$ cat src/rtl/mux4_rr_arbiter_if.sv
// Bundle for the four request/data sources, the grant strobe and the registered
// y/y_valid/y_ready output channel of the round-robin mux arbiter.
interface mux4_rr_arbiter_if #(
    parameter int WIDTH = 6
);
    logic [3:0]       req;
    logic [WIDTH-1:0] a;
    logic [WIDTH-1:0] x;
    logic [WIDTH-1:0] k;
    logic [WIDTH-1:0] z;
    logic [3:0]       gnt;
    logic [WIDTH-1:0] y;
    logic             y_valid;
    logic             y_ready;
    logic [1:0]       sel;
    logic             busy;

    modport master (
        output req, a, x, k, z, y_ready,
        input  gnt, y, y_valid, sel, busy
    );

    modport slave (
        input  req, a, x, k, z, y_ready,
        output gnt, y, y_valid, sel, busy
    );
endinterface

$ cat src/rtl/mux4_rr_arbiter.sv
// Round-robin arbiter with bounded burst ownership feeding a single registered
// valid/ready output stage for the four-way mux datapath.
module mux4_rr_arbiter #(
    parameter int WIDTH     = 6,
    parameter int MAX_BURST = 4
) (
    input logic              clk,
    input logic              rst,
    mux4_rr_arbiter_if.slave bus
);
    typedef enum logic {
        IDLE,
        OWN
    } arbState_t;

    localparam logic [3:0] MAX_CNT = 4'(MAX_BURST);

    arbState_t        r_state;
    arbState_t        w_stateNext;
    logic [1:0]       r_owner;
    logic [1:0]       w_ownerNext;
    logic [1:0]       r_ptr;
    logic [1:0]       w_ptrNext;
    logic [3:0]       r_cnt;
    logic [3:0]       w_cntNext;
    logic [WIDTH-1:0] r_y;
    logic [1:0]       r_sel;
    logic             r_yValid;

    logic             w_take;
    logic             w_keep;
    logic             w_ownerOnly;
    logic [3:0]       w_ownerBit;
    logic [1:0]       w_winner;
    logic [WIDTH-1:0] w_data;

    // First requesting index strictly after 'last', wrapping back to 'last' itself.
    function automatic logic [1:0] rrPick(input logic [3:0] reqs, input logic [1:0] last);
        logic [1:0] pick;
        logic [1:0] idx;
        pick = last;
        for (int i = 3; i >= 0; i--) begin
            idx = last + 2'(i) + 2'd1;
            if (reqs[idx]) pick = idx;
        end
        return pick;
    endfunction

    always_comb begin
        w_take      = (|bus.req) & (~r_yValid | bus.y_ready) & ~rst;
        w_ownerBit  = 4'b0001 << r_owner;
        w_ownerOnly = (bus.req == w_ownerBit);
        w_keep      = (r_state == OWN) && bus.req[r_owner] &&
                      ((r_cnt < MAX_CNT) || w_ownerOnly);

        if (r_state == IDLE) begin
            w_winner = rrPick(bus.req, r_ptr);
        end else if (w_keep) begin
            w_winner = r_owner;
        end else begin
            // An owner that used up its burst is skipped whenever anyone else waits.
            w_winner = rrPick(bus.req & ~w_ownerBit, r_owner);
        end

        case (w_winner)
            2'd0:    w_data = bus.a;
            2'd1:    w_data = bus.x;
            2'd2:    w_data = bus.k;
            default: w_data = bus.z;
        endcase
    end

    always_comb begin
        w_stateNext = r_state;
        w_ownerNext = r_owner;
        w_ptrNext   = r_ptr;
        w_cntNext   = r_cnt;

        if (w_take) begin
            w_stateNext = OWN;
            w_ownerNext = w_winner;
            w_ptrNext   = w_winner;
            if (w_keep) begin
                w_cntNext = (r_cnt >= MAX_CNT) ? 4'd1 : r_cnt + 4'd1;
            end else begin
                w_cntNext = 4'd1;
            end
        end else if ((bus.req == 4'd0) && (r_state == OWN)) begin
            w_stateNext = IDLE;
            w_ptrNext   = r_owner;
        end
    end

    always_ff @(posedge clk) begin
        if (rst) begin
            r_state  <= IDLE;
            r_owner  <= 2'd0;
            r_ptr    <= 2'd3;
            r_cnt    <= 4'd0;
            r_y      <= '0;
            r_sel    <= 2'd0;
            r_yValid <= 1'b0;
        end else begin
            r_state <= w_stateNext;
            r_owner <= w_ownerNext;
            r_ptr   <= w_ptrNext;
            r_cnt   <= w_cntNext;
            if (w_take) begin
                r_y      <= w_data;
                r_sel    <= w_winner;
                r_yValid <= 1'b1;
            end else if (r_yValid && bus.y_ready) begin
                r_yValid <= 1'b0;
            end
        end
    end

    assign bus.gnt     = w_take ? (4'b0001 << w_winner) : 4'b0000;
    assign bus.y       = r_y;
    assign bus.sel     = r_sel;
    assign bus.y_valid = r_yValid;
    assign bus.busy    = (r_state == OWN);

endmodule

$ cat src/flat_wrapper.sv
// flat-port wrapper written by rule: the top's interface ports become plain ports
module mux4_rr_arbiter_flat 
#(
    parameter int WIDTH     = 6,
    parameter int MAX_BURST = 4
)
  (clk, rst, bus_req, bus_a, bus_x, bus_k, bus_z, bus_y_ready, bus_gnt, bus_y, bus_y_valid, bus_sel, bus_busy);
  mux4_rr_arbiter_if #(.WIDTH(WIDTH)) bus_i ();
  input logic clk;
  input logic rst;
  input wire logic [$bits(bus_i.req)-1:0] bus_req;
  input wire logic [$bits(bus_i.a)-1:0] bus_a;
  input wire logic [$bits(bus_i.x)-1:0] bus_x;
  input wire logic [$bits(bus_i.k)-1:0] bus_k;
  input wire logic [$bits(bus_i.z)-1:0] bus_z;
  input wire logic [$bits(bus_i.y_ready)-1:0] bus_y_ready;
  output wire logic [$bits(bus_i.gnt)-1:0] bus_gnt;
  output wire logic [$bits(bus_i.y)-1:0] bus_y;
  output wire logic [$bits(bus_i.y_valid)-1:0] bus_y_valid;
  output wire logic [$bits(bus_i.sel)-1:0] bus_sel;
  output wire logic [$bits(bus_i.busy)-1:0] bus_busy;
  assign bus_i.req = bus_req;
  assign bus_i.a = bus_a;
  assign bus_i.x = bus_x;
  assign bus_i.k = bus_k;
  assign bus_i.z = bus_z;
  assign bus_i.y_ready = bus_y_ready;
  assign bus_gnt = bus_i.gnt;
  assign bus_y = bus_i.y;
  assign bus_y_valid = bus_i.y_valid;
  assign bus_sel = bus_i.sel;
  assign bus_busy = bus_i.busy;
  mux4_rr_arbiter #(.WIDTH(WIDTH), .MAX_BURST(MAX_BURST)) u_core (.clk(clk), .rst(rst), .bus(bus_i));
endmodule
$ cat config.mk
export PLATFORM = sky130hd
export DESIGN_NAME = mux4_rr_arbiter_flat
export DESIGN_NICKNAME = d
export VERILOG_FILES = /design/src/rtl/mux4_rr_arbiter_if.sv /design/src/rtl/mux4_rr_arbiter.sv /design/src/flat_wrapper.sv
export SDC_FILE = /design/constraint.sdc
export NUM_CORES = 1
export LEC_CHECK = 0
export CORE_ASPECT_RATIO = 1.5
export CORE_MARGIN = 8
export CORE_UTILIZATION = 51
export CTS_CLUSTER_SIZE = 40
export DETAILED_ROUTE_END_ITERATION = 12
export HOLD_SLACK_MARGIN = 0.05
export PLACE_DENSITY = 0.85
export RECOVER_POWER = 50
export SKIP_LAST_GASP = 1
export SYNTH_ARGS = -nofsm -noshare
export SYNTH_HDL_FRONTEND = slang
export SYNTH_SLANG_ARGS = --single-unit
$ cat constraint.sdc
create_clock -name clk -period 10.3 [get_ports clk]
set_clock_uncertainty 0.15 [all_clocks]
set_input_delay 2.575 -clock clk [delete_from_list [all_inputs] [get_ports clk]]
set_output_delay 2.575 -clock clk [all_outputs]
set_load 0.005 [all_outputs]
==> results.ini <==
[status]
status=finished, final reports clean

[cts]
cts_max_level=1
cts-hold-fix-buffers=0
cts_tree=yes
post_cts_buffers=0
cts.repair.resized=0
cts_buffers=3
clockRootBuffer=clkbuf_8
path_clk_slew_ps=60
insertion_delay_ps=250
cts_sinks=16
cts.path.max_buffers=2

[synthesis]
yosys.cell_types.count=43
ys_warn_count=0
synth_ff_type=dfxtp_1
synth_seq_cells=16
synth-edff-count=0
async_flop_share=0
syn_area_per_cell_um2=7.82
syn_area_mm2=0.00153
syn_nets=236
seq_area_frac_synth=0.209
synthCells=196

[sta]
setup_viol=0
maxSlewViolCount=0
rsz0062_at_grt=no
relSlewSlack=0.374
worst_pin_slew_ps=930
fin_setup_tns_ps=0
period_needed_ps=8530
clock.fmax_mhz=117
hold_violations=0
finalCritPeriodShare=0.828

[die]
dieWidth_um=60.8
die_h_um=83.1
coreArea_mm2=0.00288
rows=24
pin_count=45
start_util=0.532
die_area_mm2=0.00505

[detailed_routing]
num_vias=1659
ant_nets=0
wl_per_cell_um=16.3
avgViaCountPerCell=6.14
drc=0
routed_wl_um=4410
first_pass_iters=4
initialDrtViolationCount=70

[job]
max_cap_viol_count=0

[grt]
grt_usage=0.180
antenna_found_initial=0
grt_pass1_wl_um=7420
grt.overflow.total=0
grt_pass1_vias=1690
grt_max_degree=23

[cells_and_area]
drive_gt1_frac=0.0952
final_common_cell=clkdlybuf4s50_1
final_cell_mix=clkdlybuf4s50_1 (33), nand2_1 (16), dfxtp_1 (16)
antenna_cells=0
fin_util=0.700
final_area_mm2=0.00202
syn_to_final_growth_pct=31.6
fin_nets=272
final_cells=270

[worst_setup_path]
cp.buffers_inverters=2
slowest_stage=a211oi_2
cp.arrival_ps=5810
path_max_fanout=14
crit_path_end_kind=output port
worstPathCellList=dlygate4sd3_1, ha_1, and4_1, o211a_2, mux2i_1, a211oi_2, nand2_1, nor2_1, clkdlybuf4s50_1
cpPeakStageDelay_ps=790
cp.required_ps=7580
start_kind=input pin
worst-setup-path-type=input pin to output port
cp_top_family=buffers and inverters

[pwr]
ir_drop_mv=0.102
power_leakage_nw=0.779
power_mw=0.256
power_density_mw_per_mm2=127

[placement]
hpwl_um=3350
portBuffers=44
gp_congestion=0.924
place_inst=266
post_dp_cell_area_mm2=0.00196

[worst_hold_path]
min_path_type=register to register

Yosys cell counts (all sizes together) (3+ instances only):
cell type | number | area, um^2
a211oi | 3 | 27.5
a21oi | 11 | 55.1
a22oi | 14 | 130
a31oi | 13 | 81.3
and2 | 7 | 43.8
buf | 8 | 57.6
clkbuf | 8 | 30.0
dfxtp | 16 | 320
ha | 9 | 113
inv | 14 | 52.6
nand2 | 16 | 60.1
nand2b | 5 | 31.3
nand4 | 6 | 37.5
nor2 | 10 | 37.5
nor2b | 3 | 18.8
nor3 | 3 | 15.0
nor4 | 6 | 37.5
o211ai | 7 | 52.6
o21ai | 6 | 30.0
o311a | 7 | 81.3
or3 | 3 | 18.8
registers in the layout (all words and copies together) (netlist names):
| register | flops |
|---|---|
| u_core.r_cnt | 4 |
| u_core.r_ptr | 2 |
| u_core.bus.y | 6 |
| u_core.r_owner | 2 |
| u_core.bus.busy | 1 |
| u_core.bus.y_valid | 1 |
power by group:
group	total, mW	internal (mW)	switching (mW)	leakage, nW
registers	0.0812	0.0717	0.00951	0.133
logic	0.118	0.0590	0.0594	0.617
clock network	0.0566	0.0339	0.0227	0.0288
total	0.256	0.165	0.0917	0.779
area by class of cell:
type	count	area, um^2
clock buffer	4	55.1
fill	264	866
inverter	14	52.6
multi-input combinational	150	1080
sequential	16	320
tap	39	48.8
timing repair buffer	47	463
logic make-up (layout without fill, tap and decap cells):
kind of cell               after synthesis  after routing  share of synthesized area
AOI/OAI and AO/OA                       72             72                      0.365
and+or+nand+nor                         64             64                      0.219
buffers and inverters                   30             65                     0.0914
DFF                                     16             16                      0.209
adders and majority gates                9              9                     0.0735
muxes                                    5              5                     0.0424
routing by layer:
metal	global-route usage	share of wire	vias to the layer above
met5	0	0	-
met4	0.0789	0.018	0
met3	0.0417	0.060	8
met2	0.302	0.53	70
met1	0.203	0.40	765
li1	-	-	816
metrics by stage:
step	worst slack, ps	hold slack, ps
2_1_floorplan	3340	286
3_3_place_gp	1910	303
3_5_place_dp	1870	320
4_1_cts	1850	329
5_1_grt	1520	355
6_report	1770	335
path summary, 6_finish.rpt:
check                                  startpoint         endpoint  slack [ps]  cells after the start
worst min-delay path              u_core.r_cnt[3]  u_core.r_cnt[3]         330                      1
worst min register to register    u_core.r_cnt[3]  u_core.r_cnt[3]         330                      1
worst max register to register  u_core.r_owner[0]  u_core.bus.y[4]        6840                     10
worst max-delay path                   bus_req[1]       bus_gnt[1]        1770                      9
(Power assumes the default switching activity.)
